[src/rtl/pixel_writer_pkg.sv]
`default_nettype none
// ============================================================================
//  Module      : pixel_writer_pkg
//  Description : Shared types and default geometry for the pixel writer.
//                Holds the frame-control state encoding and the default
//                framebuffer dimensions / address width.
//  Revision    : 1.0 - initial release
// ============================================================================
package pixel_writer_pkg;

    // Frame-control states
    typedef enum logic [1:0] {
        ST_IDLE  = 2'd0,
        ST_RUN   = 2'd1,
        ST_DRAIN = 2'd2,
        ST_DONE  = 2'd3
    } pw_state_t;

    localparam int DEF_SCREEN_W = 640;
    localparam int DEF_SCREEN_H = 480;
    localparam int DEF_ADDR_W   = 19;

endpackage : pixel_writer_pkg
`default_nettype wire

[src/rtl/pixel_fifo.sv]
`default_nettype none
// ============================================================================
//  Module      : pixel_fifo
//  Description : Synchronous pending-write buffer with a registered output
//                stage. DEPTH storage entries feed a single output register
//                that drives the consumer directly, so the presented word is
//                held stable while the consumer stalls.
//  Ports       : clk, rst_n     - clock, synchronous active-low reset
//                clear          - synchronous flush (new frame)
//                push/push_data - write side; push ignored when full
//                full           - storage entries all occupied
//                empty          - storage and output register both empty
//                out_valid/out_data/out_ready - registered read side
//  Revision    : 1.0 - initial release
// ============================================================================
module pixel_fifo #(
    parameter int WIDTH = 19,
    parameter int DEPTH = 4
) (
    input  logic             clk,
    input  logic             rst_n,
    input  logic             clear,
    input  logic             push,
    input  logic [WIDTH-1:0] push_data,
    output logic             full,
    output logic             empty,
    output logic             out_valid,
    output logic [WIDTH-1:0] out_data,
    input  logic             out_ready
);

    localparam int PTR_W = $clog2(DEPTH);
    localparam logic [PTR_W:0] FULL_COUNT = DEPTH[PTR_W:0];

    logic [WIDTH-1:0] store [DEPTH];
    logic [PTR_W-1:0] wr_ptr;
    logic [PTR_W-1:0] rd_ptr;
    logic [PTR_W:0]   count;

    logic load_out;
    logic do_pop;
    logic do_push;

    // The output register can take a new word when it is empty or its
    // current word is being consumed this cycle.
    assign load_out = !out_valid || out_ready;
    assign do_pop   = load_out && (count != '0);
    assign do_push  = push && !full;

    assign full  = (count == FULL_COUNT);
    assign empty = (count == '0) && !out_valid;

    // Storage array carries no reset; occupancy is tracked by the pointers.
    always_ff @(posedge clk) begin
        if (do_push) begin
            store[wr_ptr] <= push_data;
        end
    end

    always_ff @(posedge clk) begin
        if (!rst_n) begin
            wr_ptr    <= '0;
            rd_ptr    <= '0;
            count     <= '0;
            out_valid <= 1'b0;
            out_data  <= '0;
        end else if (clear) begin
            wr_ptr    <= '0;
            rd_ptr    <= '0;
            count     <= '0;
            out_valid <= 1'b0;
        end else begin
            if (do_push) begin
                wr_ptr <= wr_ptr + 1'b1;
            end
            if (do_pop) begin
                rd_ptr <= rd_ptr + 1'b1;
            end
            // Simultaneous push and pop leave occupancy unchanged.
            case ({do_push, do_pop})
                2'b10:   count <= count + 1'b1;
                2'b01:   count <= count - 1'b1;
                default: count <= count;
            endcase
            if (load_out) begin
                out_valid <= (count != '0);
                if (count != '0) begin
                    out_data <= store[rd_ptr];
                end
            end
        end
    end

endmodule : pixel_fifo
`default_nettype wire

[src/rtl/pixel_writer.sv]
`default_nettype none
// ============================================================================
//  Module      : pixel_writer
//  Description : Accepts signed (x,y) pixels from a shape generator, clips
//                them to the framebuffer, and issues ordered memory writes of
//                a per-frame latched color through a small pending buffer.
//  Ports       : _clock, _reset_n      - clock, synchronous active-low reset
//                _start, color         - begin frame, latch color
//                _in_x/_in_y/_in_valid/_in_ready/_in_done - pixel stream
//                mem_addr/mem_data/mem_valid/mem_ready    - write port
//                written, clipped      - per-frame saturating counters
//                _done                 - frame complete (held until _start)
//  Revision    : 1.0 - initial release
// ============================================================================
module pixel_writer
    import pixel_writer_pkg::*;
#(
    parameter int SCREEN_W   = DEF_SCREEN_W,
    parameter int SCREEN_H   = DEF_SCREEN_H,
    parameter int ADDR_W     = DEF_ADDR_W,
    parameter int FIFO_DEPTH = 4
) (
    input  logic              _clock,
    input  logic              _reset_n,
    input  logic              _start,
    input  logic [7:0]        color,
    input  logic [31:0]       _in_x,
    input  logic [31:0]       _in_y,
    input  logic              _in_valid,
    output logic              _in_ready,
    input  logic              _in_done,
    output logic [ADDR_W-1:0] mem_addr,
    output logic [7:0]        mem_data,
    output logic              mem_valid,
    input  logic              mem_ready,
    output logic [31:0]       written,
    output logic [31:0]       clipped,
    output logic              _done
);

    generate
        if ((64'd1 << ADDR_W) < (64'(SCREEN_W) * 64'(SCREEN_H))) begin : g_addr_w_check
            $error("pixel_writer: ADDR_W too small for SCREEN_W*SCREEN_H");
        end
        if ((FIFO_DEPTH < 2) || ((FIFO_DEPTH & (FIFO_DEPTH - 1)) != 0)) begin : g_depth_check
            $error("pixel_writer: FIFO_DEPTH must be a power of two >= 2");
        end
    endgenerate

    pw_state_t state;
    pw_state_t next_state;

    logic [7:0]        color_q;
    logic              start_go;
    logic              accept;
    logic              in_bounds;
    logic [ADDR_W-1:0] pix_addr;
    logic              push;
    logic              clip_inc;
    logic              fifo_full;
    logic              fifo_empty;

    // _start is honoured only between frames.
    assign start_go = _start && ((state == ST_IDLE) || (state == ST_DONE));

    // Depends only on registered state, never on the pixel inputs.
    assign _in_ready = (state == ST_RUN) && !fifo_full;
    assign accept    = _in_valid && _in_ready;

    assign in_bounds = ($signed(_in_x) >= 32'sd0) && ($signed(_in_x) < SCREEN_W) &&
                       ($signed(_in_y) >= 32'sd0) && ($signed(_in_y) < SCREEN_H);

    // Computed directly at ADDR_W bits: modular arithmetic gives the same
    // low bits as the full product truncated.
    assign pix_addr = ADDR_W'(_in_y) * ADDR_W'(SCREEN_W) + ADDR_W'(_in_x);

    assign push     = accept && in_bounds;
    assign clip_inc = accept && !in_bounds;

    assign mem_data = color_q;
    assign _done    = (state == ST_DONE);

    pixel_fifo #(
        .WIDTH (ADDR_W),
        .DEPTH (FIFO_DEPTH)
    ) u_fifo (
        .clk       (_clock),
        .rst_n     (_reset_n),
        .clear     (start_go),
        .push      (push),
        .push_data (pix_addr),
        .full      (fifo_full),
        .empty     (fifo_empty),
        .out_valid (mem_valid),
        .out_data  (mem_addr),
        .out_ready (mem_ready)
    );

    always_ff @(posedge _clock) begin
        if (!_reset_n) begin
            state <= ST_IDLE;
        end else begin
            state <= next_state;
        end
    end

    always_comb begin
        next_state = state;
        case (state)
            ST_IDLE, ST_DONE: begin
                if (_start) begin
                    next_state = ST_RUN;
                end
            end
            ST_RUN: begin
                if (_in_done && !_in_valid) begin
                    next_state = ST_DRAIN;
                end
            end
            ST_DRAIN: begin
                if (fifo_empty && !mem_valid) begin
                    next_state = ST_DONE;
                end
            end
            default: next_state = ST_IDLE;
        endcase
    end

    always_ff @(posedge _clock) begin
        if (!_reset_n) begin
            color_q <= 8'd0;
            written <= 32'd0;
            clipped <= 32'd0;
        end else if (start_go) begin
            color_q <= color;
            written <= 32'd0;
            clipped <= 32'd0;
        end else begin
            if (mem_valid && mem_ready && (written != 32'hFFFF_FFFF)) begin
                written <= written + 32'd1;
            end
            if (clip_inc && (clipped != 32'hFFFF_FFFF)) begin
                clipped <= clipped + 32'd1;
            end
        end
    end

endmodule : pixel_writer
`default_nettype wire

[config.mk]
export PLATFORM = sky130hd
export DESIGN_NAME = pixel_writer
export DESIGN_NICKNAME = d
export VERILOG_FILES = /design/src/rtl/pixel_writer_pkg.sv /design/src/rtl/pixel_fifo.sv /design/src/rtl/pixel_writer.sv
export SDC_FILE = /design/constraint.sdc
export NUM_CORES = 1
export LEC_CHECK = 0
export BUFFER_PORTS_ARGS = -buffer_cell sky130_fd_sc_hd__buf_2
export CAP_MARGIN = 25
export CORE_ASPECT_RATIO = 1.1
export CORE_MARGIN = 2
export CORE_UTILIZATION = 52
export CTS_BUF_LIST = sky130_fd_sc_hd__clkbuf_8
export DETAILED_ROUTE_END_ITERATION = 6
export MAX_ROUTING_LAYER = met4
export PLACE_DENSITY = 0.81
export SYNTH_ARGS = -nofsm -noshare
export SYNTH_HDL_FRONTEND = slang
export SYNTH_HIERARCHICAL = 1
export SYNTH_SLANG_ARGS = --single-unit
export TNS_END_PERCENT = 5
[constraint.sdc]
create_clock -name _clock -period 2.95 [get_ports _clock]
set_clock_uncertainty 0.1 [all_clocks]
set_input_delay 0.1475 -clock _clock [delete_from_list [all_inputs] [get_ports _clock]]
set_output_delay 0.1475 -clock _clock [all_outputs]
set_load 0.005 [all_outputs]
# Yosys cells after proc, flatten, opt, wreduce, memory -nomap -nowiden
# Memory sizes are Yosys's and may differ from the RTL's. A register that Yosys moved wholly into a read port is not among the register bits.
# Cells that the tools add are included.
[classes]
addsub = 7
n_lt_le_gt_ge = 4
multipliers = 1
muxes = 7
bitwise = 2
reduce_logical = 31
n_eq_ne = 11
[op_table]
columns = ["op", "count"]
rows = [
  ["$add A32 B1 Y32 const B", 2],
  ["$ge A32 B1 Y1 const B", 2],
  ["$ne A32 B32 Y1 const B", 2],
  ["$lt A32 B10 Y1 const B", 1],
  ["$lt A32 B11 Y1 const B", 1],
  ["$add A19 B19 Y19", 1],
  ["$mul A19 B3 Y12 const B", 1],
  ["$logic_and A1 B1 Y1", 16],
  ["$eq A2 B2 Y1 const B", 3],
  ["$mux W2", 3],
  ["$pmux W2 S3", 1],
  ["$pmux W3 S2", 1],
  ["$reduce_and A3 Y1", 2],
  ["$logic_not A1 Y1", 5],
  ["$add A2 B1 Y2 const B", 2],
  ["$eq A2 B1 Y1 const B", 2],
  ["$ne A2 B2 Y1 const B", 2],
  ["$reduce_or A2 Y1", 2],
  ["$add A3 B1 Y3 const B", 1],
  ["$eq A3 B3 Y1 const B", 1],
  ["$logic_not A3 Y1", 1],
  ["$reduce_bool A3 Y1", 1],
  ["$sub A3 B1 Y3 const B", 1],
  ["$logic_not A2 Y1", 1],
  ["5 further kinds", 8],
]
[word_totals]
wordCells = 72
in_bits = 78
ram_bits = 76
memories = 1
ff_bits = 82
[memory_table]
columns = ["memory", "depth", "width", "rd", "rd_clocked_by_memory_dff", "write_ports", "line", "source"]
rows = [
  ["u_fifo.store", 4, 19, 1, 1, 1, "pixel_fifo.sv:35", "logic [WIDTH-1:0] store [DEPTH];"],
]

# Logic depth before layout (Yosys ltp)
[depth]
word_depth = 8
mapped_depth = 14
depth_no_buf = 14

# Hierarchy
# The synthesis kept the hierarchy.
[by_module_without_submodules]
columns = ["mod", "seq_area_each_um2", "n_inst", "area_per_inst_um2", "cells_per_inst"]
rows = [
  ["pixel_writer", 1481.4, 1, 4737.0, 587],
  ["pixel_fifo", 2822.7, 1, 3921.3, 218],
]

# Worst setup path before layout
# OpenSTA, ideal clock, no wires.
[synth_timing]
kind = "input to register"
start = "in _in_y[2]"
end = "mem u_fifo.store[0][17], data pin"
arrival_time_ns = 2.767
cell_stages = 11
path_slack_ns = -0.074
setup_time_ns = 0.156
required_time_ns = 2.694
path_cell_list = "ha_1 -> ha_1 -> a21o_1 -> a21oi_1 -> nor2b_1 -> o21a_1 -> o41ai_1 -> xnor2_1 -> ha_1 -> or4b_2 -> nand4b_1"
[synth_between]
elab_chain_cells = 2
[synth_rtl]
columns = ["item", "line", "source"]
rows = [
  ["start, declared", "pixel_writer.sv:28", "input logic [31:0] _in_y,"],
  ["$mul A19 B3 Y12", "pixel_writer.sv:75", "assign pix_addr = ADDR_W'(_in_y) * ADDR_W'(SCREEN_W) + ADDR_W'(_in_x);"],
  ["$add A19 B19 Y19", "pixel_writer.sv:75", ""],
  ["named net pix_addr[17]", "pixel_writer.sv:57", "logic [ADDR_W-1:0] pix_addr;"],
  ["end, declared", "pixel_fifo.sv:35", ""],
]
# The timed path passes the listed nets, and every way through them passes these cells.

# Worst setup path after layout
[layout_timing]
start = "in _in_y[3]"
end = "mem u_fifo.store[3][17], data pin"
# The elaborated chain is that of the path after synthesis.

==> flow_summary_export.csv <==
group,metric,value,unit
global_routing,gr-usage-all-layers,0.224,
routing,via_count,6971,
synthesis,ys_ff_latch,177,
floorplan,die_w,127,µm
power,ir_drop,246,µV
power,p_per_area,518,nW/µm²
worst_setup_path,cpPeakStageDelay,0.62,ns
worst_setup_path,critical_path_class,"input pin to flop",
synthesis,synth_nets,926,
cells_and_area,fin_cells,1254,
cells_and_area,areaGrowthSynthToFinish,22.7,%
clock_network,htreeDepth,4,
sta,grt_setup_unrepaired,"false",
clock_network,cts_buffers,17,
worst_setup_path,worst_path_most_repeated_cell,"ha_1",
routing,dr.pass1.iters,5,
routing,drcViolationCount,0,
global_routing,antenna_found_initial,1,
floorplan,start_util,0.531,
clock_network,cts_tree,"yes",
placed_design,dp_cells,1197,
cells_and_area,drive_above_1_share,0.284,
floorplan,die_area,17700,µm²
worst_setup_path,slowest_stage,"or4b_2",
synthesis,synth_cell_types,72,
cells_and_area,final_util,0.652,
sta,fmax,363,MHz
synthesis,async_flop_share,0,
routing,drt-wirelength-per-cell,15.3,µm
sta,period_needed,2.75,ns
cells_and_area,nets,1157,
worst_setup_path,crit_required,3.14,ns
worst_setup_path,timing.critical_path.fanout_max,4,
synthesis,synth_flop_cell,"dfxtp_1",
worst_setup_path,path_cells,"buf_2 > ha_1 > ha_1 > inv_1 > fa_1 > nor2b_1 > o21ai_1 > nor2b_1 > xnor2_1 > ha_1 > a21oi_1 > a31oi_1 > or4b_2 > nand4b_1",
outcome,status,"complete, no violations",
global_routing,first_global_vias,6763,
synthesis,yosys.area_share.simple,0.201,
worst_setup_path,worstPathArrival,2.94,ns
cells_and_area,nFillCells,1302,
global_routing,grt_overflow,0,
synthesis,synth_edf_count,76,
sta,final_max_slew_viol_count,0,
clock_network,clk_pin_slew,0.09,ns
clock_network,cts.path.max_buffers,2,
floorplan,core_area,16300,µm²
clock_network,clock_latency,0.45,ns
floorplan,die_height,139,µm
synthesis,synth_fa_ha_area_frac,0.0647,
placed_design,port_buffers,171,
flow_run,maxCapViolations,0,
global_routing,grt_pass1_wl,31400,µm
sta,slew-limit-headroom,0.363,
synthesis,synth_top_family_by_area,"simple AND/OR/NAND/NOR gates",
floorplan,placementRows,49,
synthesis,synthCells,805,
routing,antenna_left,0,
clock_network,cts_num_sinks,177,
placed_design,dpl_cell_area,9930,µm²
clock_network,post-cts-setup-buffers,0,
cells_and_area,final_area,10600,µm²
synthesis,syn_area,8660,µm²
floorplan,io_pins,172,
worst_setup_path,cp-start-kind,"input pin",
routing,wirelength,19100,µm
power,p_leak,4.18,nW
synthesis,seq_area_frac_synth,0.497,
synthesis,synth_xor_area_frac,0.0455,
sta,tightest_slew,0.954,ns
sta,setup_viol,0,
sta,fin_crit_sh,0.934,
routing,drt_iter0_drc,545,
synthesis,synthMuxAreaShare,0.0526,
placed_design,gp_congestion,0.821,
worst_setup_path,critical-path-top-delay-family,"adder cells",
clock_network,cts-root-buf,"clkbuf_8",
synthesis,ys_warn_count,6,
power,p_total,5.51,mW
routing,vias_per_cell,5.56,
min_path,hold_path_class,"input pin to flop",
worst_setup_path,worstSetupEndpointType,"flop",
worst_setup_path,path_buf_inv,2,
sta,fin_tns_setup,0,ns
synthesis,synth_compound_area_frac,0.102,
global_routing,grt_max_degree,33,
sta,hold_violations,0,
synthesis,syn_avg_cell_area,10.8,µm²
placed_design,dp_hpwl,13500,µm
[power breakdown]
group	switching [mW]	internal (mW)	leakage, nW	total [mW]
Sequential	0.0364	2.68	1.50	2.72
Clock	0.873	0.876	0.223	1.75
Combinational	0.597	0.443	2.46	1.04
[cells in the mapped netlist, types with 2 or more instances]
cell type	instances	area (µm²)
o2bb2ai_1	19	166
nand4_1	26	163
nor4_2	2	25.0
nor4_1	16	100
xor2_1	9	78.8
nand2b_1	4	25.0
buf_6	6	67.6
and2_2	2	15.0
a21boi_0	8	60.1
a21o_1	5	37.5
a211oi_1	2	15.0
mux4_1	2	52.6
o211ai_1	3	22.5
clkbuf_1	15	56.3
nand4b_1	2	17.5
and2_1	7	43.8
clkbuf_8	2	27.5
nor3_1	13	65.1
nor2_1	59	221
dfxtp_1	101	2020
and3_1	10	62.6
fa_1	3	60.1
o21ai_0	40	200
and4_1	7	61.3
nand3_1	20	100
nand2_1	84	315
nor4b_1	4	35.0
buf_4	2	15.0
a31o_2	3	26.3
o21ai_1	5	25.0
o31ai_1	3	22.5
edfxtp_1	76	2280
or4_1	12	90.1
xnor2_1	36	315
o21a_1	3	22.5
or3_1	22	138
ha_1	40	500
a21oi_1	42	210
mux2i_1	2	20.0
or3_2	3	22.5
nor2b_1	6	37.5
mux4_2	17	383
o41ai_1	2	17.5
inv_1	32	120
[placed cells by master (no fill, tap or decap), drive strengths merged, types with 4 or more instances in the layout]
cell and count:
buf 217, dfxtp 101, nand2 85, edfxtp 76, nor2 59, o21ai 45
a21oi 42, ha 40, inv 40, xnor2 36, nand4 27, or3 25
dlygate4sd3 24, nand3 20, o2bb2ai 19, mux4 19, nor4 19, clkbuf 18
nor3 15, or4 12, and3 10, and2 10, xor2 9, and4 9
a21boi 8, nor2b 7, nor4b 6, a21o 5, nand2b 4, clkinv 4
[cell type report]
cell class,count,area (µm²),area share
sequential,177,4300,0.405
multi-input combinational,566,4080,0.384
timing repair buffer,241,1440,0.136
tap,204,255,0.0240
clock buffer,18,248,0.0233
clock inverter,14,175,0.0165
inverter,33,124,0.0117
antenna,1,2.50,0.000235
[through the flow]
stage                     hold slack, ns  setup slack (ns)
after floorplan                    0.146          0.000893
after global placement             0.264            -0.229
after detailed placement           0.271            -0.326
after CTS                        0.00510             0.103
after global routing              0.0153            0.0114
final                             0.0201             0.196
[cell families (layout without fill, tap and decap cells)]
group                    Yosys count  after routing
XOR/XNOR                          45             45
AO/OA/AOI/OAI                    141            141
multiplexers                      21             21
other                              0              1
flip-flops                       177            177
adder cells (fa/ha/maj)           43             43
buffers and inverters             62            306
AND/OR/NAND/NOR                  316            316
[what timing repair did]
item	4_1_cts	5_1_grt
hold buffers	24	0
setup endpoints to repair	0	13
resized for setup	0	10
hold endpoints to repair	42	0
[layer usage]
layer	up-vias	wire length, µm	GRT usage
met2	198	9990	0.392
li1	3435	-	-
met3	34	931	0.0461
met1	3304	7880	0.259
met4	0	350	0.0700
met5	-	0	-
[path summary, 6_finish.rpt]
check                                                startpoint                               to  slack [ns]  depth (start not counted)
worst min-delay path                                   _in_x[7]     u_fifo/store[0][7]$_DFFE_PP_        0.02                          2
worst max-delay path                                   _in_y[3]    u_fifo/store[3][17]$_DFFE_PP_        0.20                         14
worst max register to register            state[0]$_SDFFE_PN0P_         mem_data[6]$_SDFFE_PN0P_        0.22                          7
worst min register to register  u_fifo/out_data[2]$_SDFFE_PN0P_  u_fifo/out_data[2]$_SDFFE_PN0P_        0.36                          2
[state kept, by name (all words and copies together), names as in the netlist, 2 cells and up]
name,count
mem_data,8
u_fifo/rd_ptr,2
u_fifo/count,3
state,2
clipped,32
written,32
u_fifo/wr_ptr,2
u_fifo/store,76
u_fifo/out_data,19
No activity file was read; power rests on OpenSTA's default activity.
